--- src/rtl/fetch_unit_if.sv ---
// ---------------------------------------------------------------------------
// fetch_unit_if
//   Bundles every non-clock/reset signal of the fetch front end: the jump-unit
//   redirect, the instruction-memory request/response channel and the decode
//   handoff.
//
//   Signals
//     pc_reset_jump     redirect request from jump unit (1-cycle pulse)
//     pc_save_value     redirect target, valid with pc_reset_jump
//     imem_req_valid    fetch request valid
//     imem_req_addr     fetch address
//     imem_req_ready    memory accepts request this cycle
//     imem_rsp_valid    fetch data returned (1-cycle pulse)
//     imem_rsp_data     returned instruction word
//     instr_valid       instruction available to decode
//     instr_data        instruction word
//     instr_pc          address of instr_data
//     instr_ready       decode accepts instruction
//     fetch_misaligned  sticky misaligned-redirect flag
//
//   Modports
//     master  the fetch unit
//     slave   the environment (jump unit, instruction memory, decode)
// ---------------------------------------------------------------------------
interface fetch_unit_if;
  logic        pc_reset_jump;
  logic [31:0] pc_save_value;
  logic        imem_req_valid;
  logic [31:0] imem_req_addr;
  logic        imem_req_ready;
  logic        imem_rsp_valid;
  logic [31:0] imem_rsp_data;
  logic        instr_valid;
  logic [31:0] instr_data;
  logic [31:0] instr_pc;
  logic        instr_ready;
  logic        fetch_misaligned;

  modport master (
    input  pc_reset_jump,
    input  pc_save_value,
    output imem_req_valid,
    output imem_req_addr,
    input  imem_req_ready,
    input  imem_rsp_valid,
    input  imem_rsp_data,
    output instr_valid,
    output instr_data,
    output instr_pc,
    input  instr_ready,
    output fetch_misaligned
  );

  modport slave (
    output pc_reset_jump,
    output pc_save_value,
    input  imem_req_valid,
    input  imem_req_addr,
    output imem_req_ready,
    output imem_rsp_valid,
    output imem_rsp_data,
    input  instr_valid,
    input  instr_data,
    input  instr_pc,
    output instr_ready,
    input  fetch_misaligned
  );
endinterface

--- src/rtl/fetch_unit.sv ---
// ---------------------------------------------------------------------------
// fetch_unit
//   Program-counter owner and instruction-fetch front end. Issues sequential
//   word fetches to instruction memory with at most one request outstanding,
//   buffers the returned word and hands {instr, pc} to decode over a
//   valid/ready handshake. A redirect from the jump unit reloads the PC and
//   squashes every younger in-flight or buffered instruction.
//
//   Parameters
//     RESET_PC   PC loaded on reset; address of the first fetch.
//
//   Ports
//     clk        core clock, rising edge
//     rst_n      asynchronous reset, active low
//     fetch_bus  fetch_unit_if.master: redirect input, imem request/response
//                channel, decode handoff and the fetch_misaligned flag.
//
//   Build option
//     FETCH_MISALIGN_CHECK_EN
//       defined   : a redirect to a non-word-aligned target sets the sticky
//                   fetch_misaligned flag and parks the unit in HALT until an
//                   aligned redirect (or reset) arrives.
//       undefined : the target's low two bits are cleared, fetch_misaligned
//                   is tied low and there is no HALT state.
// ---------------------------------------------------------------------------
module fetch_unit #(
  parameter logic [31:0] RESET_PC = 32'h0000_0000
) (
  input  logic         clk,
  input  logic         rst_n,
  fetch_unit_if.master fetch_bus
);

  typedef enum logic [2:0] {
    S_IDLE = 3'd0,
    S_REQ  = 3'd1,
    S_WAIT = 3'd2,
`ifdef FETCH_MISALIGN_CHECK_EN
    S_HALT = 3'd4,
`endif
    S_OUT  = 3'd3
  } state_t;

  state_t      state;
  state_t      state_next;
  logic [31:0] pc;
  logic [31:0] pc_next;
  logic [31:0] fetch_pc;
  logic [31:0] fetch_pc_next;
  logic        kill;
  logic        kill_next;
  logic        buf_load;
  logic [31:0] buf_data;
  logic [31:0] buf_pc;

  logic        redirect;
  logic [31:0] target;
  logic        req_fire;
  logic        rsp_fire;
  logic        outstanding;

`ifdef FETCH_MISALIGN_CHECK_EN
  logic        misaligned;
  logic        misaligned_next;
  logic        drain_fire;
`endif

  // Without the alignment check a redirect target is simply forced onto a
  // word boundary; with it the raw value is kept and judged separately.
  function automatic logic [31:0] redirect_target(input logic [31:0] raw);
`ifdef FETCH_MISALIGN_CHECK_EN
    return raw;
`else
    return raw & 32'hFFFF_FFFC;
`endif
  endfunction

  assign redirect = fetch_bus.pc_reset_jump;
  assign target   = redirect_target(fetch_bus.pc_save_value);
  assign req_fire = (state == S_REQ) && fetch_bus.imem_req_ready;
  assign rsp_fire = (state == S_WAIT) && fetch_bus.imem_rsp_valid;

  // A request is still owed a response after this cycle if we are waiting and
  // it has not arrived, or if a request is being accepted right now. Such a
  // response must be discarded when a redirect lands on top of it.
`ifdef FETCH_MISALIGN_CHECK_EN
  assign drain_fire  = (state == S_HALT) && kill && fetch_bus.imem_rsp_valid;
  assign outstanding = ((state == S_WAIT) && !fetch_bus.imem_rsp_valid) ||
                       req_fire ||
                       ((state == S_HALT) && kill && !fetch_bus.imem_rsp_valid);
`else
  assign outstanding = ((state == S_WAIT) && !fetch_bus.imem_rsp_valid) ||
                       req_fire;
`endif

  // Next-state and datapath control; a redirect overrides every other event.
  always_comb begin
    state_next      = state;
    pc_next         = pc;
    fetch_pc_next   = fetch_pc;
    kill_next       = kill;
    buf_load        = 1'b0;
`ifdef FETCH_MISALIGN_CHECK_EN
    misaligned_next = misaligned;
`endif

    case (state)
      S_IDLE: state_next = S_REQ;
      S_REQ: begin
        if (req_fire) begin
          fetch_pc_next = pc;
          pc_next       = pc + 32'd4;
          state_next    = S_WAIT;
        end
      end
      S_WAIT: begin
        if (rsp_fire) begin
          if (kill) begin
            kill_next  = 1'b0;
            state_next = S_REQ;
          end else begin
            buf_load   = 1'b1;
            state_next = S_OUT;
          end
        end
      end
      S_OUT: begin
        if (fetch_bus.instr_ready) state_next = S_REQ;
      end
`ifdef FETCH_MISALIGN_CHECK_EN
      S_HALT: begin
        if (drain_fire) kill_next = 1'b0;
      end
`endif
      default: state_next = S_IDLE;
    endcase

    if (redirect) begin
      pc_next    = target;
      buf_load   = 1'b0;
      kill_next  = outstanding;
      state_next = outstanding ? S_WAIT : S_REQ;
`ifdef FETCH_MISALIGN_CHECK_EN
      misaligned_next = |fetch_bus.pc_save_value[1:0];
      if (|fetch_bus.pc_save_value[1:0]) state_next = S_HALT;
`endif
    end
  end

  // Control state: FSM, PC, captured fetch address, kill marker.
  always_ff @(posedge clk or negedge rst_n) begin
    if (!rst_n) begin
      state      <= S_IDLE;
      pc         <= RESET_PC;
      fetch_pc   <= '0;
      kill       <= 1'b0;
`ifdef FETCH_MISALIGN_CHECK_EN
      misaligned <= 1'b0;
`endif
    end else begin
      state      <= state_next;
      pc         <= pc_next;
      fetch_pc   <= fetch_pc_next;
      kill       <= kill_next;
`ifdef FETCH_MISALIGN_CHECK_EN
      misaligned <= misaligned_next;
`endif
    end
  end

  // Output buffer stage: holds the word presented to decode while it stalls.
  always_ff @(posedge clk or negedge rst_n) begin
    if (!rst_n) begin
      buf_data <= '0;
      buf_pc   <= '0;
    end else if (buf_load) begin
      buf_data <= fetch_bus.imem_rsp_data;
      buf_pc   <= fetch_pc;
    end
  end

  assign fetch_bus.imem_req_valid = (state == S_REQ);
  assign fetch_bus.imem_req_addr  = pc;
  // A redirect squashes the buffered word in the same cycle, so a redirect
  // coinciding with instr_ready can never count as a transfer.
  assign fetch_bus.instr_valid    = (state == S_OUT) && !redirect;
  assign fetch_bus.instr_data     = buf_data;
  assign fetch_bus.instr_pc       = buf_pc;
`ifdef FETCH_MISALIGN_CHECK_EN
  assign fetch_bus.fetch_misaligned = misaligned;
`else
  assign fetch_bus.fetch_misaligned = 1'b0;
`endif

endmodule

--- src/flat_wrapper.sv ---
// flat-port wrapper written by rule: the top's interface ports become plain ports
module fetch_unit_flat 
#(
  parameter logic [31:0] RESET_PC = 32'h0000_0000
)
  (clk, rst_n, fetch_bus_pc_reset_jump, fetch_bus_pc_save_value, fetch_bus_imem_req_valid, fetch_bus_imem_req_addr, fetch_bus_imem_req_ready, fetch_bus_imem_rsp_valid, fetch_bus_imem_rsp_data, fetch_bus_instr_valid, fetch_bus_instr_data, fetch_bus_instr_pc, fetch_bus_instr_ready, fetch_bus_fetch_misaligned);
  fetch_unit_if fetch_bus_i ();
  input  logic clk;
  input  logic rst_n;
  input wire logic [$bits(fetch_bus_i.pc_reset_jump)-1:0] fetch_bus_pc_reset_jump;
  input wire logic [$bits(fetch_bus_i.pc_save_value)-1:0] fetch_bus_pc_save_value;
  output wire logic [$bits(fetch_bus_i.imem_req_valid)-1:0] fetch_bus_imem_req_valid;
  output wire logic [$bits(fetch_bus_i.imem_req_addr)-1:0] fetch_bus_imem_req_addr;
  input wire logic [$bits(fetch_bus_i.imem_req_ready)-1:0] fetch_bus_imem_req_ready;
  input wire logic [$bits(fetch_bus_i.imem_rsp_valid)-1:0] fetch_bus_imem_rsp_valid;
  input wire logic [$bits(fetch_bus_i.imem_rsp_data)-1:0] fetch_bus_imem_rsp_data;
  output wire logic [$bits(fetch_bus_i.instr_valid)-1:0] fetch_bus_instr_valid;
  output wire logic [$bits(fetch_bus_i.instr_data)-1:0] fetch_bus_instr_data;
  output wire logic [$bits(fetch_bus_i.instr_pc)-1:0] fetch_bus_instr_pc;
  input wire logic [$bits(fetch_bus_i.instr_ready)-1:0] fetch_bus_instr_ready;
  output wire logic [$bits(fetch_bus_i.fetch_misaligned)-1:0] fetch_bus_fetch_misaligned;
  assign fetch_bus_i.pc_reset_jump = fetch_bus_pc_reset_jump;
  assign fetch_bus_i.pc_save_value = fetch_bus_pc_save_value;
  assign fetch_bus_imem_req_valid = fetch_bus_i.imem_req_valid;
  assign fetch_bus_imem_req_addr = fetch_bus_i.imem_req_addr;
  assign fetch_bus_i.imem_req_ready = fetch_bus_imem_req_ready;
  assign fetch_bus_i.imem_rsp_valid = fetch_bus_imem_rsp_valid;
  assign fetch_bus_i.imem_rsp_data = fetch_bus_imem_rsp_data;
  assign fetch_bus_instr_valid = fetch_bus_i.instr_valid;
  assign fetch_bus_instr_data = fetch_bus_i.instr_data;
  assign fetch_bus_instr_pc = fetch_bus_i.instr_pc;
  assign fetch_bus_i.instr_ready = fetch_bus_instr_ready;
  assign fetch_bus_fetch_misaligned = fetch_bus_i.fetch_misaligned;
  fetch_unit #(.RESET_PC(RESET_PC)) u_core (.clk(clk), .rst_n(rst_n), .fetch_bus(fetch_bus_i));
endmodule
--- config.mk ---
export PLATFORM = sky130hd
export DESIGN_NAME = fetch_unit_flat
export DESIGN_NICKNAME = d
export VERILOG_FILES = /design/src/rtl/fetch_unit_if.sv /design/src/rtl/fetch_unit.sv /design/src/flat_wrapper.sv
export SDC_FILE = /design/constraint.sdc
export NUM_CORES = 1
export LEC_CHECK = 0
export ABC_AREA = 1
export CELL_PAD_IN_SITES_DETAIL_PLACEMENT = 1
export CELL_PAD_IN_SITES_GLOBAL_PLACEMENT = 1
export CORE_AREA = 5 5 122 153
export CTS_CLUSTER_SIZE = 8
export DETAILED_ROUTE_END_ITERATION = 10
export DIE_AREA = 0 0 127 158
export HOLD_SLACK_MARGIN = 0.06
export PLACE_DENSITY = 0.85
export SYNTH_ARGS = -nofsm -noshare
export SYNTH_HDL_FRONTEND = slang
export SYNTH_SLANG_ARGS = --single-unit
--- constraint.sdc ---
create_clock -name clk -period 2.3 [get_ports clk]
set_input_delay 0.345 -clock clk [delete_from_list [all_inputs] [get_ports clk]]
set_output_delay 0.345 -clock clk [all_outputs]
set_load 0.05 [all_outputs]
==> results of run 1 <==
-- worst paths after layout --
path / slack (ns) / to / start
worst max-delay path: 0.19 / fetch_bus_imem_req_addr[27] / u_core.fetch_bus.imem_req_addr[27]$_DFFE_PN0P_
worst min-delay path: 0.47 / u_core.fetch_bus.instr_pc[10]$_DFFE_PN0P_ / rst_n
worst max register to register: 0.42 / u_core.fetch_bus.imem_req_addr[20]$_DFFE_PN0P_ / u_core.fetch_bus.imem_req_addr[2]$_DFFE_PN0P_
worst min register to register: 0.47 / u_core.fetch_bus.instr_pc[17]$_DFFE_PN0P_ / u_core.fetch_bus.instr_pc[17]$_DFFE_PN0P_
max in group asynchronous: 1.12 / u_core.fetch_bus.instr_pc[19]$_DFFE_PN0P_ / rst_n
min in group clk: 0.47 / u_core.fetch_bus.instr_pc[17]$_DFFE_PN0P_ / u_core.fetch_bus.instr_pc[17]$_DFFE_PN0P_
-- sequential cells by signal, indices dropped and copies added (netlist names) --
name	cells
u_core.fetch_bus.imem_req_addr	30
u_core.fetch_bus.instr_data	32
u_core.fetch_bus.instr_pc	30
u_core.fetch_pc	30
u_core.kill	1
u_core.state	2
-- through the flow --
stage | instances | utilization [%] | total power (W) | hold slack, ns | cell area (um^2)
3_5_place_dp | 1125 | 45.2 | 0.00920 | 0.384 | 7750
4_1_cts | 1158 | 48.7 | 0.0120 | 0.471 | 8350
6_report | 1158 | 48.7 | 0.0119 | 0.467 | 8350
5_1_grt | 1158 | 48.7 | 0.0125 | 0.479 | 8350
3_3_place_gp | 1125 | 45.2 | 0.00904 | 0.387 | 7750
2_1_floorplan | 759 | - | 0.00710 | 0.0494 | 5880
-- area by class of cell --
type | count | area (um^2) | area share [%]
multi-input cells | 538 | 2350 | 28.2
repair buffers | 180 | 1780 | 21.3
well taps | 224 | 280 | 3.36
clock inverters | 13 | 139 | 1.66
clock buffers | 19 | 453 | 5.42
inverters | 59 | 221 | 2.65
flip-flops and latches | 125 | 3130 | 37.4
-- kinds of logic after synthesis --
kind of cell / Yosys count / share of synthesized area [%]
simple gates: 459 / 32.6
xor+xnor: 6 / 0.897
flops: 125 / 53.4
buf+inv: 96 / 6.87
compound gates: 67 / 6.00
other cells: 1 / 0.0640
fa+ha+maj: 1 / 0.213
-- report_power, final --
| part | total (W) | switching (W) | internal [W] |
|---|---|---|---|
| registers | 0.00372 | 0.000639 | 0.00308 |
| clock network | 0.00269 | 0.00104 | 0.00165 |
| logic | 0.00546 | 0.00379 | 0.00168 |
| total | 0.0119 | 0.00546 | 0.00641 |
-- cells in the mapped netlist (all sizes together) --
master  instances  area, um^2
inv            59         221
clkbuf         14        52.6
a31oi           1        6.26
buf            23         129
ha              1        12.5
a21oi           4        20.0
o21ai          56         280
dfrtp         125        3130
o211ai          3        22.5
conb            1        3.75
o21bai          3        22.5
nand2         298        1130
nor2           51         211
nor3            4        31.3
and2            2        12.5
xor2            6        52.6
nand3         104         521
-- placed cells by master, fill, tap and decap left out, types with 5 or more instances in the layout --
master,netlist,final
buf_4,6,18
clkbuf_16,0,17
clkdlybuf4s50_1,0,158
clkinvlp_4,0,5
conb_1,1,5
dfrtp_1,125,125
inv_1,57,57
nand2_1,294,293
nand3_1,104,104
nor2_1,45,45
o21ai_0,55,55
xor2_1,6,6
-- routing by layer --
metal	vias to the layer above	global-route usage (%)	wire length (um)
met5	-	0	0
met2	143	35.7	10300
li1	2711	-	-
met3	53	3.91	723
met4	0	8.53	695
met1	2744	23.0	7900
-- what timing repair did --
action,CTS,global route
hold buffers,1,0
hold endpoints to repair,42,0
gates resized for setup,0,1
setup endpoints to repair,0,1
==> impl_metrics.json, run 1 <==
{
  "critPathBufInv": 1,
  "area_growth_pct": 42.5,
  "die_x_um": 127,
  "critical_path_class": "reg2out",
  "ys_seq_area_share_pct": 53.4,
  "wl_per_cell_um": 16.9,
  "drt_iter0_drc": 245,
  "timing.final.crit_share_pct": 91.8,
  "port_buffers": 161,
  "cp-end-kind": "output pin",
  "ys_types": 26,
  "path_depth": 1,
  "nNetsFinal": 992,
  "rsz0062_at_grt": "false",
  "ir_worst_vdd_mv": 0.709,
  "critical_path.cell_chain": "clkdlybuf4s50_1",
  "place.gp.congestion": 0.849,
  "outcome": "complete, no violations",
  "cp_top_family": "buffers and inverters",
  "hpwl_um": 14200,
  "setup_violations": 0,
  "cts_tree": "yes",
  "dp_slack_ns": 0.298,
  "finalSetupTns_ns": 0,
  "hold_violations": 0,
  "grt-ovfl-total": 0,
  "die_y_um": 158,
  "start_kind": "flip-flop",
  "syn_area_per_cell_um2": 7.76,
  "finClkSkew_ns": 0.0113,
  "powerDensity_nw_per_um2": 1420,
  "arrival_ns": 1.77,
  "start_util_pct": 34.1,
  "track_usage_pct": 19.9,
  "vias": 5651,
  "antenna_left": 0,
  "cts_max_level": 4,
  "antennaDiodeCount": 0,
  "viasPerCell": 4.88,
  "drt_wl_total_um": 19600,
  "clkLatencyLatePin_ns": 0.42,
  "synthCells": 755,
  "clk_pin_slew_ns": 0.06,
  "grt_pass1_wl_um": 31600,
  "drive_above_1_share_pct": 7.07,
  "core-area_um2": 17200,
  "yosysWarnings": 0,
  "cts_buffers": 17,
  "ys_seq_elements": 125,
  "drv_slew": 0,
  "worst_pin_slew_ns": 0.611,
  "io_pins": 169,
  "cp_max_fo": 5,
  "slowest_delay_ns": 0.90,
  "crit_slowest_cell": "clkdlybuf4s50_1",
  "slew_headroom_pct": 59.3,
  "clk_path_buf_depth": 2,
  "fmaxAchievable_ghz": 0.473,
  "postCtsSetupRepairBufs": 0,
  "setup_ws_ns": 0.188,
  "fillerInstances": 2080,
  "reg2reg_depth": 8,
  "cp.required_ns": 1.96,
  "cap_violations": 0,
  "cts.sinks": 125,
  "grt_pass1_vias": 6104,
  "power_leakage_nw": 3.96,
  "cts-root-buf": "clkbuf_16",
  "grt_start_max_net_pins": 48,
  "drt_pass1_iterations": 5,
  "syn_area_um2": 5860,
  "row_count": 54,
  "antenna_found_initial": 0,
  "hold_class": "in2async",
  "die-area_um2": 20100,
  "drc": 0,
  "period_needed_ns": 2.11
}
No activity file was read; power rests on OpenSTA's default activity.
==> inputs of run 2 (changes only) <==
- CTS_CLUSTER_DIAMETER: default -> 80
- clock period: 2.3 -> 2.5 ns (I/O delays scaled with it)
==> run 2 against run 1 <==
Against the previous run: setup slack got worse by 0.016 ns; sequential share of layout area down 0.17 points; sequential power shrank 8.6%; core utilization rose by 0.23 points; design area rose by 0.46%; cell count decreased by 0.60%; largest power group unchanged.
==> impl_metrics.json, run 2 (same netlist as run 1, synthesis figures left out) <==
{
  "reg2reg_depth": 8,
  "cts.sinks": 125,
  "die_y_um": 158,
  "grt_pass1_wl_um": 31500,
  "worst_pin_slew_ns": 0.720,
  "min_to": "u_core.fetch_bus.instr_data[6]$_DFFE_PN0P_",
  "rsz0062_at_grt": "false",
  "crit_slowest_cell": "clkdlybuf4s50_1",
  "finalSetupTns_ns": 0,
  "drive_above_1_share_pct": 6.15,
  "track_usage_pct": 19.8,
  "fmaxAchievable_ghz": 0.430,
  "grt_pass1_vias": 6091,
  "io_pins": 169,
  "slowest_delay_ns": 0.85,
  "cts_max_level": 4,
  "drt_pass1_iterations": 4,
  "cts_tree": "yes",
  "final_cell_mix": "293 x nand2_1, 159 x clkdlybuf4s50_1, 125 x dfrtp_1, 104 x nand3_1, 57 x inv_1",
  "clk_path_buf_depth": 2,
  "outcome": "complete, no violations",
  "r2r_setup_slack_ns": 0.67,
  "r2r-end": "u_core.fetch_bus.imem_req_addr[12]$_DFFE_PN0P_",
  "drv_slew": 0,
  "powerDensity_nw_per_um2": 1340,
  "row_count": 54,
  "fillerInstances": 2095,
  "clk_pin_slew_ns": 0.06,
  "postPlaceCellArea_um2": 7710,
  "vias": 5565,
  "cp.required_ns": 2.12,
  "largest_reg_flops": 32,
  "cp_max_fo": 4,
  "hpwl_um": 13900,
  "ir_worst_vdd_mv": 0.573,
  "core-area_um2": 17200,
  "arrival_ns": 1.95,
  "port_buffers": 161,
  "area_growth_pct": 43.2,
  "fin_area_um2": 8390,
  "clkLatencyLatePin_ns": 0.41,
  "cts-root-buf": "clkbuf_16",
  "finClkSkew_ns": 0.00943,
  "antennaDiodeCount": 0,
  "grt-ovfl-total": 0,
  "min-delay-start": "u_core.fetch_bus.instr_data[6]$_DFFE_PN0P_",
  "reg2reg_from": "u_core.state[1]$_DFFE_PN0P_",
  "timing.final.crit_share_pct": 93.1,
  "slew_headroom_pct": 52.0,
  "cts_resized": 0,
  "hold_slack_ns": 0.470,
  "antenna_left": 0,
  "cts_buffers": 17,
  "drc": 0,
  "viasPerCell": 4.83,
  "antenna_found_initial": 0,
  "mostFrequentLayoutCell": "nand2_1",
  "power_leakage_nw": 3.98,
  "drt_wl_total_um": 19800,
  "place.gp.congestion": 0.828,
  "hold_class": "reg2reg",
  "start_util_pct": 34.1,
  "die-area_um2": 20100,
  "die_x_um": 127,
  "cp_common_cell": "inv_2",
  "critical_path_class": "reg2out",
  "cap_violations": 0,
  "period_needed_ns": 2.33,
  "nNetsFinal": 985,
  "drt_iter0_drc": 318,
  "setup_violations": 0,
  "cp-end-kind": "output pin",
  "grt_start_max_net_pins": 63,
  "critical_path.cell_chain": "inv_2 -> nand2_2 -> inv_2 -> clkdlybuf4s50_1",
  "hold_violations": 0,
  "start_kind": "flip-flop",
  "min_path_cells": 2,
  "fin_total_pwr_w": 0.0113,
  "wl_per_cell_um": 17.2
}
==> run 2: changes by cell type in the layout (fill, tap and decap cells not counted), sizes merged <==
| cell | before | now |
|---|---|---|
| clkbuf | 19 | 21 |
| clkdlybuf4s50 | 158 | 159 |
| buf | 20 | 13 |
| clkinv | 4 | 5 |
| inv | 61 | 59 |
| bufinv | 2 | 6 |
| dlymetal6s2s | 1 | 0 |
| clkinvlp | 5 | 0 |
==> run 2: cell type report <==
type	instances	area (um^2)	share of cell area, %
Timing Repair Buffer	173	1740	20.7
Clock buffer	21	460	5.49
Clock inverter	11	213	2.53
Inverter	59	221	2.64
Multi-Input combinational cell	538	2350	28.0
Sequential cell	125	3130	37.3
Tap cell	224	280	3.34
==> run 2: worst max path at each step <==
stage	from	end	slack (ns)	cells past startpoint
2_1_floorplan	u_core.fetch_bus.imem_req_addr[3]$_DFFE_PN0P_	u_core.fetch_bus.imem_req_addr[28]$_DFFE_PN0P_	0.69	8
3_3_place_gp	fetch_bus_pc_reset_jump	u_core.fetch_bus.instr_pc[12]$_DFFE_PN0P_	0.41	5
3_5_place_dp	fetch_bus_pc_reset_jump	u_core.fetch_bus.imem_req_addr[12]$_DFFE_PN0P_	0.36	6
4_1_cts	u_core.state[1]$_DFFE_PN0P_	fetch_bus_imem_req_valid	0.15	4
5_1_grt	u_core.state[1]$_DFFE_PN0P_	fetch_bus_imem_req_valid	0.11	4
6_report	u_core.state[1]$_DFFE_PN0P_	fetch_bus_imem_req_valid	0.17	4
==> run 2: metal layers <==
metal / track usage [%] / wire length, um / vias to the layer above
met2: 36.5 / 10700 / 112
met1: 23.3 / 8080 / 2730
met5: 0 / 0 / -
li1: - / - / 2691
met3: 3.10 / 568 / 32
met4: 7.26 / 473 / 0
==> run 2: timing repair <==
action,in CTS,in global routing
hold buffers,1,0
hold endpoints to repair,40,0
buffers inserted,0,0
==> run 2: power breakdown <==
part           switching, W  total, W  internal (W)
clock              0.000915   0.00284       0.00192
sequential         0.000571   0.00340       0.00283
combinational       0.00350   0.00502       0.00153
==> run 2: critical path, delay by kind of cell, from the launching register on <==
family / cells / cell delay, ns
simple gates: 1 / 0.08
buf+inv: 3 / 1.07
flops: 1 / 0.40
==> run 2: per-stage QoR <==
| step | utilization, % | setup slack (ns) | std cells |
|---|---|---|---|
| 2_1_floorplan | - | 0.692 | 759 |
| 3_3_place_gp | 44.9 | 0.407 | 1118 |
| 3_5_place_dp | 44.9 | 0.358 | 1118 |
| 4_1_cts | 48.9 | 0.154 | 1151 |
| 5_1_grt | 48.9 | 0.113 | 1151 |
| 6_report | 48.9 | 0.172 | 1151 |
